`src/rtl/sr_latch_arbiter.sv`:
```
// sr_latch_arbiter: shares one active-low NAND SR latch among N_REQ requesters.
// Round-robin arbitration over level set/clear requests, fixed-width registered
// drive pulses, a settle gap, then a check of the latch output against the value
// the last transaction should have left behind. sbar/rbar are never both low.
module sr_latch_arbiter #(
   parameter int N_REQ        = 4,
   parameter int PULSE_CYCLES = 2,
   parameter int GAP_CYCLES   = 1
) (
   input  logic             clk,
   input  logic             rst,
   input  logic [N_REQ-1:0] set_req,
   input  logic [N_REQ-1:0] clr_req,
   output logic [N_REQ-1:0] grant,
   output logic             busy,
   output logic             sbar,
   output logic             rbar,
   input  logic             q_fb,
   output logic             expected,
   output logic             mismatch,
   output logic             conflict
);

   localparam int PW   = $clog2(N_REQ);
   localparam int PMAX = (PULSE_CYCLES > GAP_CYCLES) ? PULSE_CYCLES : GAP_CYCLES;
   localparam int CMAX = (PMAX > 2) ? PMAX : 2;
   localparam int CW   = $clog2(CMAX);

   localparam logic [CW-1:0] PULSE_LOAD = CW'(PULSE_CYCLES - 1);
   localparam logic [CW-1:0] GAP_LOAD   = CW'(GAP_CYCLES - 1);
   localparam logic [PW-1:0] LAST_IDX   = PW'(N_REQ - 1);

   typedef enum logic [1:0] {
      ST_INIT,
      ST_DRIVE,
      ST_GAP,
      ST_IDLE
   } state_t;

   state_t           state_q, state_d;
   logic [CW-1:0]    cnt_q, cnt_d;
   logic [PW-1:0]    ptr_q, ptr_d;
   logic [N_REQ-1:0] grant_q, grant_d;
   logic             busy_q, busy_d;
   logic             sbar_q, sbar_d;
   logic             rbar_q, rbar_d;
   logic             expected_q, expected_d;
   logic             mismatch_q, mismatch_d;
   logic             conflict_q, conflict_d;

   logic [N_REQ-1:0] valid;
   logic [N_REQ-1:0] both;
   logic [PW-1:0]    cand_idx [N_REQ];
   logic             win_found;
   logic [PW-1:0]    win_idx;

   // Per-requester decode and the rotated scan order starting at ptr.
   for (genvar gi = 0; gi < N_REQ; gi++) begin : g_req
      assign valid[gi]    = set_req[gi] ^ clr_req[gi];
      assign both[gi]     = set_req[gi] & clr_req[gi];
      assign cand_idx[gi] = PW'((int'(ptr_q) + gi) % N_REQ);
   end

   // Round-robin pick: first valid requester in scan order from ptr.
   always_comb begin
      win_found = 1'b0;
      win_idx   = '0;
      for (int k = 0; k < N_REQ; k++) begin
         if (!win_found && valid[cand_idx[k]]) begin
            win_found = 1'b1;
            win_idx   = cand_idx[k];
         end
      end
   end

   // Next-state and next-output logic; drive values are precomputed so the
   // latch pins come straight from flops. A single request's set bit feeds
   // sbar/rbar complementarily, so both-low is unreachable from every state.
   always_comb begin
      state_d    = state_q;
      cnt_d      = cnt_q;
      ptr_d      = ptr_q;
      grant_d    = '0;
      busy_d     = busy_q;
      sbar_d     = sbar_q;
      rbar_d     = rbar_q;
      expected_d = expected_q;
      mismatch_d = mismatch_q;
      conflict_d = 1'b0;
      case (state_q)
         ST_INIT: begin
            if (cnt_q == '0) begin
               state_d = ST_GAP;
               cnt_d   = GAP_LOAD;
               sbar_d  = 1'b1;
               rbar_d  = 1'b1;
            end else begin
               cnt_d  = cnt_q - 1'b1;
               sbar_d = 1'b1;
               rbar_d = 1'b0;
            end
         end
         ST_DRIVE: begin
            if (cnt_q == '0) begin
               state_d = ST_GAP;
               cnt_d   = GAP_LOAD;
               sbar_d  = 1'b1;
               rbar_d  = 1'b1;
            end else begin
               cnt_d = cnt_q - 1'b1;
            end
         end
         ST_GAP: begin
            if (cnt_q == '0) begin
               if (q_fb != expected_q) begin
                  mismatch_d = 1'b1;
               end
               state_d = ST_IDLE;
               busy_d  = 1'b0;
            end else begin
               cnt_d = cnt_q - 1'b1;
            end
         end
         ST_IDLE: begin
            conflict_d = |both;
            sbar_d     = 1'b1;
            rbar_d     = 1'b1;
            busy_d     = 1'b0;
            if (win_found) begin
               state_d    = ST_DRIVE;
               cnt_d      = PULSE_LOAD;
               busy_d     = 1'b1;
               grant_d    = {{(N_REQ-1){1'b0}}, 1'b1} << win_idx;
               expected_d = set_req[win_idx];
               sbar_d     = ~set_req[win_idx];
               rbar_d     = set_req[win_idx];
               ptr_d      = (win_idx == LAST_IDX) ? '0 : win_idx + 1'b1;
            end
         end
         default: begin
            state_d = ST_INIT;
            cnt_d   = PULSE_LOAD;
            busy_d  = 1'b1;
            sbar_d  = 1'b1;
            rbar_d  = 1'b0;
         end
      endcase
   end

   // State register; reset parks the latch in the cleared drive immediately.
   always_ff @(posedge clk or posedge rst) begin
      if (rst) begin
         state_q    <= ST_INIT;
         cnt_q      <= PULSE_LOAD;
         ptr_q      <= '0;
         grant_q    <= '0;
         busy_q     <= 1'b1;
         sbar_q     <= 1'b1;
         rbar_q     <= 1'b0;
         expected_q <= 1'b0;
         mismatch_q <= 1'b0;
         conflict_q <= 1'b0;
      end else begin
         state_q    <= state_d;
         cnt_q      <= cnt_d;
         ptr_q      <= ptr_d;
         grant_q    <= grant_d;
         busy_q     <= busy_d;
         sbar_q     <= sbar_d;
         rbar_q     <= rbar_d;
         expected_q <= expected_d;
         mismatch_q <= mismatch_d;
         conflict_q <= conflict_d;
      end
   end

   assign grant    = grant_q;
   assign busy     = busy_q;
   assign sbar     = sbar_q;
   assign rbar     = rbar_q;
   assign expected = expected_q;
   assign mismatch = mismatch_q;
   assign conflict = conflict_q;

endmodule

```
`config.mk`:
```
export PLATFORM = sky130hd
export DESIGN_NAME = sr_latch_arbiter
export DESIGN_NICKNAME = d
export VERILOG_FILES = /design/src/rtl/sr_latch_arbiter.sv
export SDC_FILE = /design/constraint.sdc
export NUM_CORES = 1
export LEC_CHECK = 0
export BUFFER_PORTS_ARGS = -buffer_cell sky130_fd_sc_hd__buf_2
export CAP_MARGIN = 20
export CELL_PAD_IN_SITES_DETAIL_PLACEMENT = 0
export CELL_PAD_IN_SITES_GLOBAL_PLACEMENT = 2
export CORE_MARGIN = 2
export CORE_UTILIZATION = 32
export DETAILED_ROUTE_END_ITERATION = 7
export PLACE_DENSITY = 0.87
export REMOVE_ABC_BUFFERS = 1
export SLEW_MARGIN = 10
export SYNTH_ARGS = -nofsm -noshare
export SYNTH_HDL_FRONTEND = slang
export SYNTH_SLANG_ARGS = --single-unit
```
`constraint.sdc`:
```
create_clock -name clk -period 1.9 [get_ports clk]
set_input_delay 0.285 -clock clk [delete_from_list [all_inputs] [get_ports clk]]
set_output_delay 0.285 -clock clk [all_outputs]
set_load 0.01 [all_outputs]
```
==> results <==
- The core region is 0.00269 mm2.
- Of the post-synthesis cell area, the dominant cell type holds around a third.
- The end point of the critical path is ptr_q[1].
- The maximum clock rate is 569 MHz.
- The max-cap violation count is 0.
- STA puts the critical path data required time at a little over 2 ns.
- The critical path in this run is classified as register to register.
- The wire length of the first global-routing pass is 2820 um.
- The final-report hold violation count is 0.
- The post-route antenna net violation count is 0.
- Across every metal layer, demand over resource in global routing totals 11.5%.
- Data on the critical path arrives at its endpoint at 1.93 ns.
- Setup repair after global routing left no endpoint under its margin.
- The sum of overflow across all layers after global routing is 0.
- The share of layout cells above drive strength 1 is 41.2%.
- The cell area that synthesis handed to floorplanning was 890 um2.
- The minimum setup slack among reg-to-reg paths is 0.14 ns.
- The floorplan step defined a die boundary enclosing 0.00322 mm2.
- Clock-pin slew was measured on the worst setup and hold paths at 0.08 ns.
- For the pin with the worst max-slew slack, the measured transition is about 0.55 ns.
- The endpoint of the worst-slack reg-to-reg timing path is ptr_q[1].
- The beginning of the worst register-to-register path is ptr_q[0].
- Gates resized during post-CTS repair numbered 0.
- The multi-input gate area in the final layout is 460 um2.
- The number of setup buffers added after CTS is 0.
- The number of buffers inserted by hold repair at cts is 0.
- The fill cell total of the finished layout is between 200 and 300.
- In this run the worst setup path begins at ptr_q[0].
- The clock net in this run drives a total of 15 sinks.
- The clock tree from TritonCTS is yes.
- In this run the count of I/O pins placed on the die edge is 21.
- After synthesis, the netlist uses 35 different library cells.
- The count of endpoints failing setup in the final report is 0.
- sky130_fd_sc_hd__dfrtp_1 takes more of the synthesized area than any other cell.
- Dividing total power by cell area gives a power density of ~1400 mW/mm2.
- The aggregate negative setup slack is 0 ns.
- In the routed design, unresolved DRC markers number 0.
- Input and output buffers added on the ports amount to 20.
- The detailed-router iteration count before antenna repair is 4.
- CTS built an H-tree with a depth of 1.
- STA classifies the critical path endpoint as a register.
- For this block, the initial DRC count from the detailed router was 4.
- After detailed routing, the number of vias per cell comes to 4.79.
- In this run the tightest slew margin relative to its limit is a little over three fifths.
- The Yosys step of the flow raised 0 warnings.
- The final wirelength is ~1700 um.
- The final critical path takes up slightly above 90% of the cycle.
- Leaving out fill and tap cells, the most frequent cells in the layout are 20 x sky130_fd_sc_hd__buf_2, 12 x sky130_fd_sc_hd__dfrtp_1, 9 x sky130_fd_sc_hd__buf_4.
- The gate count of the mapped netlist is 84.
- Summed over all nets, the half-perimeter wirelength after detailed placement is roughly 1300 um.
- The clock latency of the later-clocked register in the worst-skew pair is between 0.2 and 0.3 ns.
- The cell sitting at the root of the clock tree is a sky130_fd_sc_hd__clkbuf_4.
- Of all nets on the critical path, the largest fanout is 4.
- The flop and latch count out of synthesis is 15.
- Summing all flip-flop and latch instances after layout gives 379 um2.
- The path class of the lowest-slack min-delay path is input pin to async pin.
- The area of all placed cells without fillers is 0.00110 mm2.
- Summed over all cells, the static leakage comes to 0.562 nW.
- The CTS buffer count is 3.
- The flow ran to the end, and the final reports show no timing, DRC or antenna violations.
- The initial core utilization is 33.1%.
- Sequential elements use 42.6% of the synthesized area.
- The vias after detailed routing is a little under 700.
- By area the synthesized netlist is led by sky130_fd_sc_hd__dfrtp_1 34%, sky130_fd_sc_hd__ha_1 11%, sky130_fd_sc_hd__dfstp_2 8.9%.
- At the end of the flow, the number of nets in the layout was 134.
- In this run the core area contains 19 standard-cell rows.
- After detailed routing, the average wire length per cell comes to 11.4 um.
- The number of antenna diodes in the final layout is 0.
- At the end of routability-driven placement, the weighted congestion stood at 0.747.
- The mean post-synth cell area is around 11 um2.
- The number of antenna violations at the first check in global routing came to 0.
- The area growth from synthesis to layout is 23.5%.
- The startpoint type of the worst setup path is a register.
- Entering global routing, the biggest net connects 16 pins.
- The number of max-slew violations in the final report is 0.
- Across the VDD grid, the largest voltage drop is approximately 0.00070 V.
- The clock passes through at most 2 buffers.
- The final period demand of the worst path is 1.76 ns.
- The die height is 56.7 um.
- In this run the cell area measured after placement is 0.00107 mm2.
- The via count of the first global-routing pass was 657.
- The depth of the most critical reg-to-reg path is 6.
- Clock skew on the completed layout was measured at approximately 0.0032 ns.
- The most frequent standard cell in the layout excluding fill and tap cells is sky130_fd_sc_hd__buf_2.
- The die is 56.7 um wide.
==> how the worst min path moves through the flow <==
stage	slack [ns]	startpoint	to	cells after the start
floorplan	0.18	rst	conflict	1
global placement	0.38	rst	conflict	2
detailed placement	0.38	rst	mismatch	2
CTS	0.06	rst	conflict	2
global route	0.08	rst	conflict	2
finish	0.03	rst	rbar	2
==> where the power goes <==
group	total, W	switching (W)	leakage (nW)	internal, W
logic	0.000777	0.000381	0.370	0.000395
registers	0.000582	0.000115	0.178	0.000467
clock network	0.000181	0.0000993	0.0150	0.0000817
total	0.00154	0.000596	0.562	0.000944
==> synth_stat cells, drive strengths merged <==
library cell   n
dfrtp         12
ha             8
inv            7
nand2          7
nor2           6
and2           4
a21oi          3
buf            3
dfstp          3
nor3b          3
mux2i          2
nor4           2
o211ai         2
o21a           2
o21ai          2
or2            2
a2111oi        1
a21boi         1
a21o           1
a311oi         1
and2b          1
mux2           1
nor2b          1
nor3           1
o211a          1
o221ai         1
o22ai          1
o31ai          1
or2b           1
or4            1
xnor2          1
xor2           1
==> flip-flops by register name, summed over array words and instances, names as in the netlist <==
signal and count:
ptr_q 2, cnt_q 1, busy 1, grant 4
expected 1, mismatch 1, conflict 1, rbar 1
state_q 2, sbar 1
==> per-stage QoR <==
step	worst slack, ns	total power, W	hold WS [ns]	cells	util [%]
2_1_floorplan	-0.0800	0.00109	0.184	81	-
3_5_place_dp	-0.112	0.00137	0.379	141	39.9
4_1_cts	0.142	0.00157	0.0599	145	40.9
5_1_grt	0.0491	0.00169	0.0781	145	40.9
3_3_place_gp	-0.0821	0.00136	0.382	141	39.9
6_report	0.143	0.00154	0.0309	145	40.9
==> kinds of logic (layout without fill, tap and decap cells) <==
logic type      after synthesis  count (layout)  synth area share [%]
xor+xnor                      2               2                  1.97
compound gates               17              17                  15.0
fa+ha+maj                     8               8                  11.3
mux                           3               3                  3.94
simple gates                 29              29                  19.6
buf+inv                      10              40                  5.63
flops                        15              15                  42.6
==> final cells by class <==
cell class	instances	area share (%)
multi-input cells	59	41.9
flip-flops and latches	15	34.5
repair buffers	29	15.3
well taps	31	3.53
clock buffers	4	2.39
inverters	7	2.39
==> routing by layer <==
| layer | wire, um | GRT usage, % | up-vias | part of all wire [%] |
|---|---|---|---|---|
| li1 | - | - | 350 | - |
| met1 | 742 | 13.5 | 330 | 45 |
| met2 | 820 | 18.6 | 13 | 50 |
| met3 | 77 | 5.76 | 2 | 4.7 |
| met4 | 12 | 3.06 | 0 | 0.73 |
| met5 | 0 | 0 | - | 0 |
==> worst max-delay path: stages (launching register included) <==
cell	delay, ns
sky130_fd_sc_hd__dfrtp_1	0.42
sky130_fd_sc_hd__and2b_1	0.21
sky130_fd_sc_hd__a311oi_2	0.29
sky130_fd_sc_hd__or2_4	0.18
sky130_fd_sc_hd__inv_1	0.05
sky130_fd_sc_hd__ha_1	0.26
sky130_fd_sc_hd__mux2_4	0.25
Note: power is estimated with default switching activity, not from simulation.
